===== src/rtl/la_ioseq.sv =====
// IO ring power sequencer: enables cut-cell-isolated ring segments one at a time in index
// order, waits a settle delay per segment, and powers them down in exactly the reverse order.
module la_ioseq #(
    parameter int NSEG  = 4,
    parameter int CNTW  = 8,
    parameter int RINGW = 8
) (
    input  logic            clk,
    input  logic            rst,
    input  logic            start,
    input  logic            stop,
    input  logic            clear,
    input  logic [CNTW-1:0] dly,
    input  logic [NSEG-1:0] seg_ok,
    output logic [NSEG-1:0] seg_en,
    output logic            busy,
    output logic            done,
    output logic            fault,
    inout  wire [RINGW-1:0] ioring,
    output logic [2:0]      o_dbg_state
);

    localparam int IDXW = (NSEG > 1) ? $clog2(NSEG) : 1;
    localparam logic [IDXW-1:0] LAST = IDXW'(NSEG - 1);

    typedef enum logic [2:0] {
        IDLE   = 3'd0,
        SETTLE = 3'd1,
        UP     = 3'd2,
        DOWN   = 3'd3,
        FAULT  = 3'd4
    } state_t;

    state_t          r_state;
    logic [NSEG-1:0] r_seg_en;
    logic [IDXW-1:0] r_idx;
    logic [CNTW-1:0] r_cnt;

    state_t          w_state_nxt;
    logic [NSEG-1:0] w_seg_en_nxt;
    logic [IDXW-1:0] w_idx_nxt;
    logic [CNTW-1:0] w_cnt_nxt;

    always_ff @(posedge clk) begin
        if (rst) begin
            r_state  <= IDLE;
            r_seg_en <= '0;
            r_idx    <= '0;
            r_cnt    <= '0;
        end else begin
            r_state  <= w_state_nxt;
            r_seg_en <= w_seg_en_nxt;
            r_idx    <= w_idx_nxt;
            r_cnt    <= w_cnt_nxt;
        end
    end

    always_comb begin
        w_state_nxt  = r_state;
        w_seg_en_nxt = r_seg_en;
        w_idx_nxt    = r_idx;
        w_cnt_nxt    = r_cnt;
        case (r_state)
            IDLE: begin
                // stop wins over a simultaneous start
                if (start && !stop) begin
                    w_seg_en_nxt = NSEG'(1);
                    w_idx_nxt    = '0;
                    w_cnt_nxt    = dly;
                    w_state_nxt  = SETTLE;
                end
            end
            SETTLE: begin
                if (stop) begin
                    w_seg_en_nxt[r_idx] = 1'b0;
                    w_cnt_nxt           = dly;
                    w_state_nxt         = DOWN;
                end else if (r_cnt != '0) begin
                    w_cnt_nxt = r_cnt - 1'b1;
                end else if (!seg_ok[r_idx]) begin
                    w_seg_en_nxt = '0;
                    w_state_nxt  = FAULT;
                end else if (r_idx == LAST) begin
                    w_state_nxt = UP;
                end else begin
                    w_idx_nxt                    = r_idx + 1'b1;
                    w_seg_en_nxt[r_idx + 1'b1]   = 1'b1;
                    w_cnt_nxt                    = dly;
                end
            end
            UP: begin
                if (stop) begin
                    w_seg_en_nxt[LAST] = 1'b0;
                    w_idx_nxt          = LAST;
                    w_cnt_nxt          = dly;
                    w_state_nxt        = DOWN;
                end else if (!(&(seg_ok & r_seg_en))) begin
                    w_seg_en_nxt = '0;
                    w_state_nxt  = FAULT;
                end
            end
            DOWN: begin
                // Segment r_idx is already off here; wait, then drop the one below it.
                if (r_cnt != '0) begin
                    w_cnt_nxt = r_cnt - 1'b1;
                end else if (r_idx == '0) begin
                    w_state_nxt = IDLE;
                end else begin
                    w_idx_nxt                  = r_idx - 1'b1;
                    w_seg_en_nxt[r_idx - 1'b1] = 1'b0;
                    w_cnt_nxt                  = dly;
                end
            end
            FAULT: begin
                w_seg_en_nxt = '0;
                if (clear) begin
                    w_state_nxt = IDLE;
                end
            end
            default: begin
                w_seg_en_nxt = '0;
                w_state_nxt  = IDLE;
            end
        endcase
    end

    assign seg_en      = r_seg_en;
    assign busy        = (r_state == SETTLE) || (r_state == DOWN);
    assign done        = (r_state == UP);
    assign fault       = (r_state == FAULT);
    assign o_dbg_state = r_state;

endmodule


===== config.mk =====
export PLATFORM = sky130hd
export DESIGN_NAME = la_ioseq
export DESIGN_NICKNAME = d
export VERILOG_FILES = /design/src/rtl/la_ioseq.sv
export SDC_FILE = /design/constraint.sdc
export NUM_CORES = 1
export LEC_CHECK = 0
export CORE_MARGIN = 5
export CORE_UTILIZATION = 49
export CTS_CLUSTER_DIAMETER = 100
export DETAILED_ROUTE_END_ITERATION = 6
export PLACE_DENSITY = 0.89
export SLEW_MARGIN = 40
export SYNTH_ARGS = -nofsm -noshare
export SYNTH_HDL_FRONTEND = slang
export SYNTH_SLANG_ARGS = --single-unit

===== constraint.sdc =====
create_clock -name clk -period 2.4 [get_ports clk]
set_clock_uncertainty 0.1 [all_clocks]
set_input_delay 0.48 -clock clk [delete_from_list [all_inputs] [get_ports clk]]
set_output_delay 0.48 -clock clk [all_outputs]
set_load 0.05 [all_outputs]

After elaboration in Yosys (flattened, before gate mapping)

Index checks and enable logic that the tools add are counted.

$add $sub $neg: 3
$lt $le $gt $ge: 6
Equal/unequal tests: 24
Mux-type cells: 48
Bitwise logic cells: 6
Reduce and logical (&&, ||, !) cells: 16

Operators with widths:

| kind                | number |
|---|---|
| $mux 8              | 8 |
| $mux 3              | 11 |
| $mux 4              | 8 |
| $pmux 8 s4          | 1 |
| $ne 2x2->1 const B  | 12 |
| $mux 2              | 8 |
| $ne 4x4->1 const B  | 4 |
| $pmux 4 s4          | 1 |
| $pmux 3 s5          | 1 |
| $reduce_and 7->1    | 2 |
| $and 4x4->4         | 3 |
| $reduce_and 6->1    | 2 |
| $lt 2x3->1 const B  | 3 |
| $ne 3x3->1 const B  | 3 |
| $reduce_and 9->1    | 1 |
| $not 4->4           | 2 |
| $pmux 2 s4          | 1 |
| $reduce_bool 8->1   | 1 |
| $sub 8x1->8 const B | 1 |
| $demux 1 s2         | 3 |
| $eq 3x2->1 const B  | 2 |
| $ge 2x1->1 const B  | 3 |
| $mux 1              | 5 |
| $logic_and 1x1->1   | 4 |
| other kinds (13)    | 13 |

Flip-flop bits (word level): 17
Output and inout port bits: 18
Logic and storage cells: 108

Longest topological paths before layout

Depth after elaboration: 11
Depth in mapped cells: 8
Gate-level depth less buffers: 7

Worst setup path before layout

No wires, ideal clock.

Kind: reg-to-reg
Start: reg r_state[0], in the netlist o_dbg_state[0]
End: reg r_seg_en[3], in the netlist seg_en[3]
Library setup time: 0.087 ns
Arrival time: 2.448 ns
Path slack: -0.235 ns
Cell stages (with the launch flop): 7
Period minus slack after synthesis: 2.635 ns
Cells stage by stage: dfxtp_1 nor2b_1 clkbuf_1 nand2_1 o211a_2 a311o_1 o31ai_1

Word-level cells in the longest chain between the ends: 3
Elaborated cells between the ends (all ways): 12

Ends and longest elaborated chain:

| item                                                      | line | RTL |
|---|---|---|
| start: declaration                                        | 34   | `state_t r_state;` |
| start signal: assignment                                  | 51   | `r_state <= w_state_nxt;` |
| $eq 3x1->1, or another cell as far along                  | 63   | `case (r_state)` |
| $ne 4x4->1 (no source line), or another cell as far along | -    |  |
| $reduce_and 6->1 (no source line)                         | -    |  |
| end signal: assignment                                    | 52   | `r_seg_en <= w_seg_en_nxt;` |
| end: declaration                                          | 35   | `logic [NSEG-1:0] r_seg_en;` |

Parallel ways exist; a longest one is shown, timed or not.
A chain may end at the register's enable or synchronous reset.

Final worst setup path

Start: in stop
End: reg r_cnt[2]

Word-level cells in the longest chain between the ends: 4
Elaborated cells between the ends (all ways): 9

Ends and longest elaborated chain:

| item                              | line | RTL |
|---|---|---|
| start: declaration                | 11   | `input logic stop,` |
| $logic_not 1->1                   | 66   | `if (start && !stop) begin` |
| $logic_and 1x1->1                 | 66   |  |
| $ne 2x2->1 (no source line)       | -    |  |
| $reduce_and 6->1 (no source line) | -    |  |
| end signal: assignment            | 54   | `r_cnt <= w_cnt_nxt;` |
| end: declaration                  | 37   | `logic [CNTW-1:0] r_cnt;` |

Parallel ways exist; a longest one is shown, timed or not.

==> impl_metrics.py <==
metrics = {
    "layout": {
        "nFillCells": 234,
        "nets": 259,
        "area_growth_pct": 31.1,
        "diodes": 0,
        "multi_input_area_mm2": 0.00103,
        "drive_gt1_frac": 0.163,
        "fin_area_mm2": 0.00192,
        "ff_latch_area_um2": 340,
    },
    "yosys": {
        "syn_area_mm2": 0.00147,
        "synth_fp_nets": 218,
        "synth_enable_flop_cells": 0,
        "synthArstFlopShare": 0,
        "synth_cell_types": 56,
        "ys_top_cells_by_area": "dfxtp_1, a21oi_1, ha_1",
        "synth_flop_cell": "dfxtp_1",
        "yosysTopAreaCell": "dfxtp_1",
        "netlist_instances": 187,
        "synth_seq_cells": 17,
        "ys_seq_area_frac": 0.232,
        "yosysWarnings": 0,
        "syn_area_per_cell_um2": 7.84,
        "synth_top_cell_area_share": 0.232,
    },
    "sta": {
        "rsz0062_at_grt": "false",
        "slew_headroom": 0.535,
        "setup_viol": 0,
        "hold_violations": 0,
        "fin_ws_ns": 0.186,
        "finalCriticalPeriod_ns": 2.21,
        "maxSlewViolCount": 0,
        "untimed_endpoints": 8,
        "timing.final.crit_share": 0.922,
        "max_freq_mhz": 452,
        "worstMarginPinSlew_ns": 0.695,
    },
    "clock_tree": {
        "clk_pin_slew_worst_paths_ns": 0.11,
        "hold_buffers": 0,
        "cts_max_level": 1,
        "cts.sinks": 17,
        "post_cts_buffers": 0,
        "root_buffer": "clkbuf_4",
        "insertion_delay_ns": 0.31,
        "cts_buffer_depth": 2,
        "cts_tree": "done",
        "numCtsBuffers": 3,
        "post_cts_resized": 0,
    },
    "hold_path": {
        "worstHoldStart": "r_cnt[1]",
        "hold_path.class": "flip-flop to flip-flop",
    },
    "power_and_ir_drop": {
        "p_comb_frac": 0.496,
        "power_frac_clock": 0.166,
        "switching_power_mw": 0.419,
        "intPower_mw": 0.590,
        "total_power_mw": 1.01,
        "pwr-share-seq": 0.338,
        "leakage_nw": 0.743,
        "peakVddDrop_mv": 0.474,
        "power_density_mw_per_mm2": 524,
        "switching_share": 0.415,
    },
    "floorplanning": {
        "die_w_um": 64.7,
        "io_pins": 35,
        "core_area_mm2": 0.00281,
        "die_area_mm2": 0.00419,
        "fp-row-count": 19,
        "chipHeight_um": 64.7,
        "initial_core_util": 0.523,
    },
    "setup_path": {
        "crit_required_ns": 2.52,
        "critPathLaunch": "stop",
        "r2r_start": "r_cnt[0]",
        "crit_path_start_kind": "primary input",
        "arrival_ns": 2.34,
        "worst-path-max-fanout": 9,
        "end_kind": "flip-flop",
        "critical_path_class": "primary input to flip-flop",
    },
    "detailed_routing": {
        "viasPerCell": 6.43,
        "routedWlPerCell_um": 16.2,
        "vias": 1660,
        "postRouteAntennaNets": 0,
        "drc": 0,
        "drt_wl_total_mm": 4.17,
        "drtPass1Iterations": 5,
        "drt_iter0_markers": 123,
    },
    "global_route": {
        "grt_pass1_wl_mm": 7.03,
        "grt_max_degree": 17,
        "grt_overflow_total": 0,
        "grt_usage": 0.207,
        "antenna_found_initial": 0,
        "first_global_vias": 1549,
    },
    "place": {
        "place_ws_ns": -0.146,
        "dpl_cell_area_mm2": 0.00190,
        "place.port_buffers": 26,
        "place_hpwl_mm": 3.21,
        "place_congestion": 0.983,
    },
    "job": {
        "maxCapViolations": 0,
    },
    "status": {
        "status": "complete, no violations",
    },
}
[area by class of cell]
| class | instances | share of cell area |
|---|---|---|
| clock inverters | 1 | 0.00260 |
| clock buffers | 3 | 0.0117 |
| inverters | 14 | 0.0273 |
| flip-flops and latches | 17 | 0.177 |
| multi-input cells | 148 | 0.536 |
| well taps | 31 | 0.0202 |
| repair buffers | 44 | 0.225 |
[worst max-delay path, stage by stage]
cell	delay, ns
clkdlybuf4s50_1	0.43
buf_4	0.18
nand2b_1	0.17
a221oi_1	0.46
nand3_4	0.19
buf_4	0.19
o31ai_1	0.24
[cell families after synthesis]
| group | Yosys count | share of synthesized area |
|---|---|---|
| XOR/XNOR | 1 | 0.00597 |
| multiplexers | 2 | 0.0222 |
| flip-flops | 17 | 0.232 |
| adder cells (fa/ha/maj) | 6 | 0.0512 |
| buffers and inverters | 22 | 0.0648 |
| AND/OR/NAND/NOR | 81 | 0.329 |
| AO/OA/AOI/OAI | 58 | 0.295 |
[flip-flops by register name, summed over array words and instances (netlist names)]
signal and flops:
o_dbg_state 3, r_cnt 8, r_idx 2, seg_en 4
[power groups by stage]
stage / Sequential [mW] / Clock, mW / Combinational, mW
CTS: 0.340 / 0.171 / 0.493
detailed placement: 0.346 / 0 / 0.490
finish: 0.341 / 0.168 / 0.500
global route: 0.346 / 0.185 / 0.544
global placement: 0.345 / 0 / 0.477
floorplan: 0.366 / 0 / 0.302
[final timing paths]
kind              cells past startpoint  slack, ns  endpoint
setup / recovery                      7       0.19  r_cnt[2]
hold / removal                        2       0.39  r_cnt[1]
setup reg to reg                      8       0.24  r_cnt[6]
hold reg to reg                       2       0.39  r_cnt[1]
[synth_stat cells (2+ instances only)]
master	instances
nand2_1	20
a21oi_1	17
dfxtp_1	17
inv_1	13
nand3_1	9
nor2_1	9
a211o_1	6
ha_1	6
clkbuf_1	5
nand2b_1	5
o32ai_1	5
and2_1	4
nand4_1	4
nor3_1	4
o21ai_0	4
nand3b_1	3
nor2b_1	3
or3_1	3
a31oi_1	2
a32o_1	2
and4_1	2
nor4_1	2
nor4b_1	2
o211a_1	2
o211ai_1	2
o221ai_1	2
o22ai_1	2
o31ai_1	2
o41ai_2	2
or4b_1	2
[metal layers]
metal,track usage,part of all wire,vias to the layer above
li1,-,-,793
met1,0.277,0.43,777
met2,0.323,0.47,79
met3,0.0484,0.084,11
met4,0.0765,0.016,0
met5,0,0,-
[cell usage in the layout, fill, tap and decap left out, types with 2 or more instances in the layout]
cell type and count:
nor2_1 9, o32ai_1 5, nand4_1 4, o21ai_0 4, nor2b_1 3, nor4_1 2, clkbuf_4 3, inv_1 13
and2_1 4, o211a_1 2, dfxtp_1 17, nor4b_1 2, nand2b_1 5, o221ai_1 2, a31oi_1 2, a21oi_1 17
nor3_1 4, ha_1 6, o41ai_2 2, or3_1 3, a211o_1 6, o31ai_1 2, a32o_1 2, nand3_1 9
o22ai_1 2, nand2_1 20, o211ai_1 2, and4_1 2, or4b_1 2, clkdlybuf4s50_1 21, buf_4 19, buf_12 4
nand3b_1 3
[through the flow]
step           hold slack (ns)   util  setup TNS, ns  instances
2_1_floorplan            0.350      -              0        187
3_3_place_gp             0.368  0.676         -0.966        254
3_5_place_dp             0.370  0.676          -1.28        254
4_1_cts                  0.393  0.686              0        258
5_1_grt                  0.424  0.686              0        258
6_report                 0.391  0.686              0        258
(Power assumes the default switching activity.)
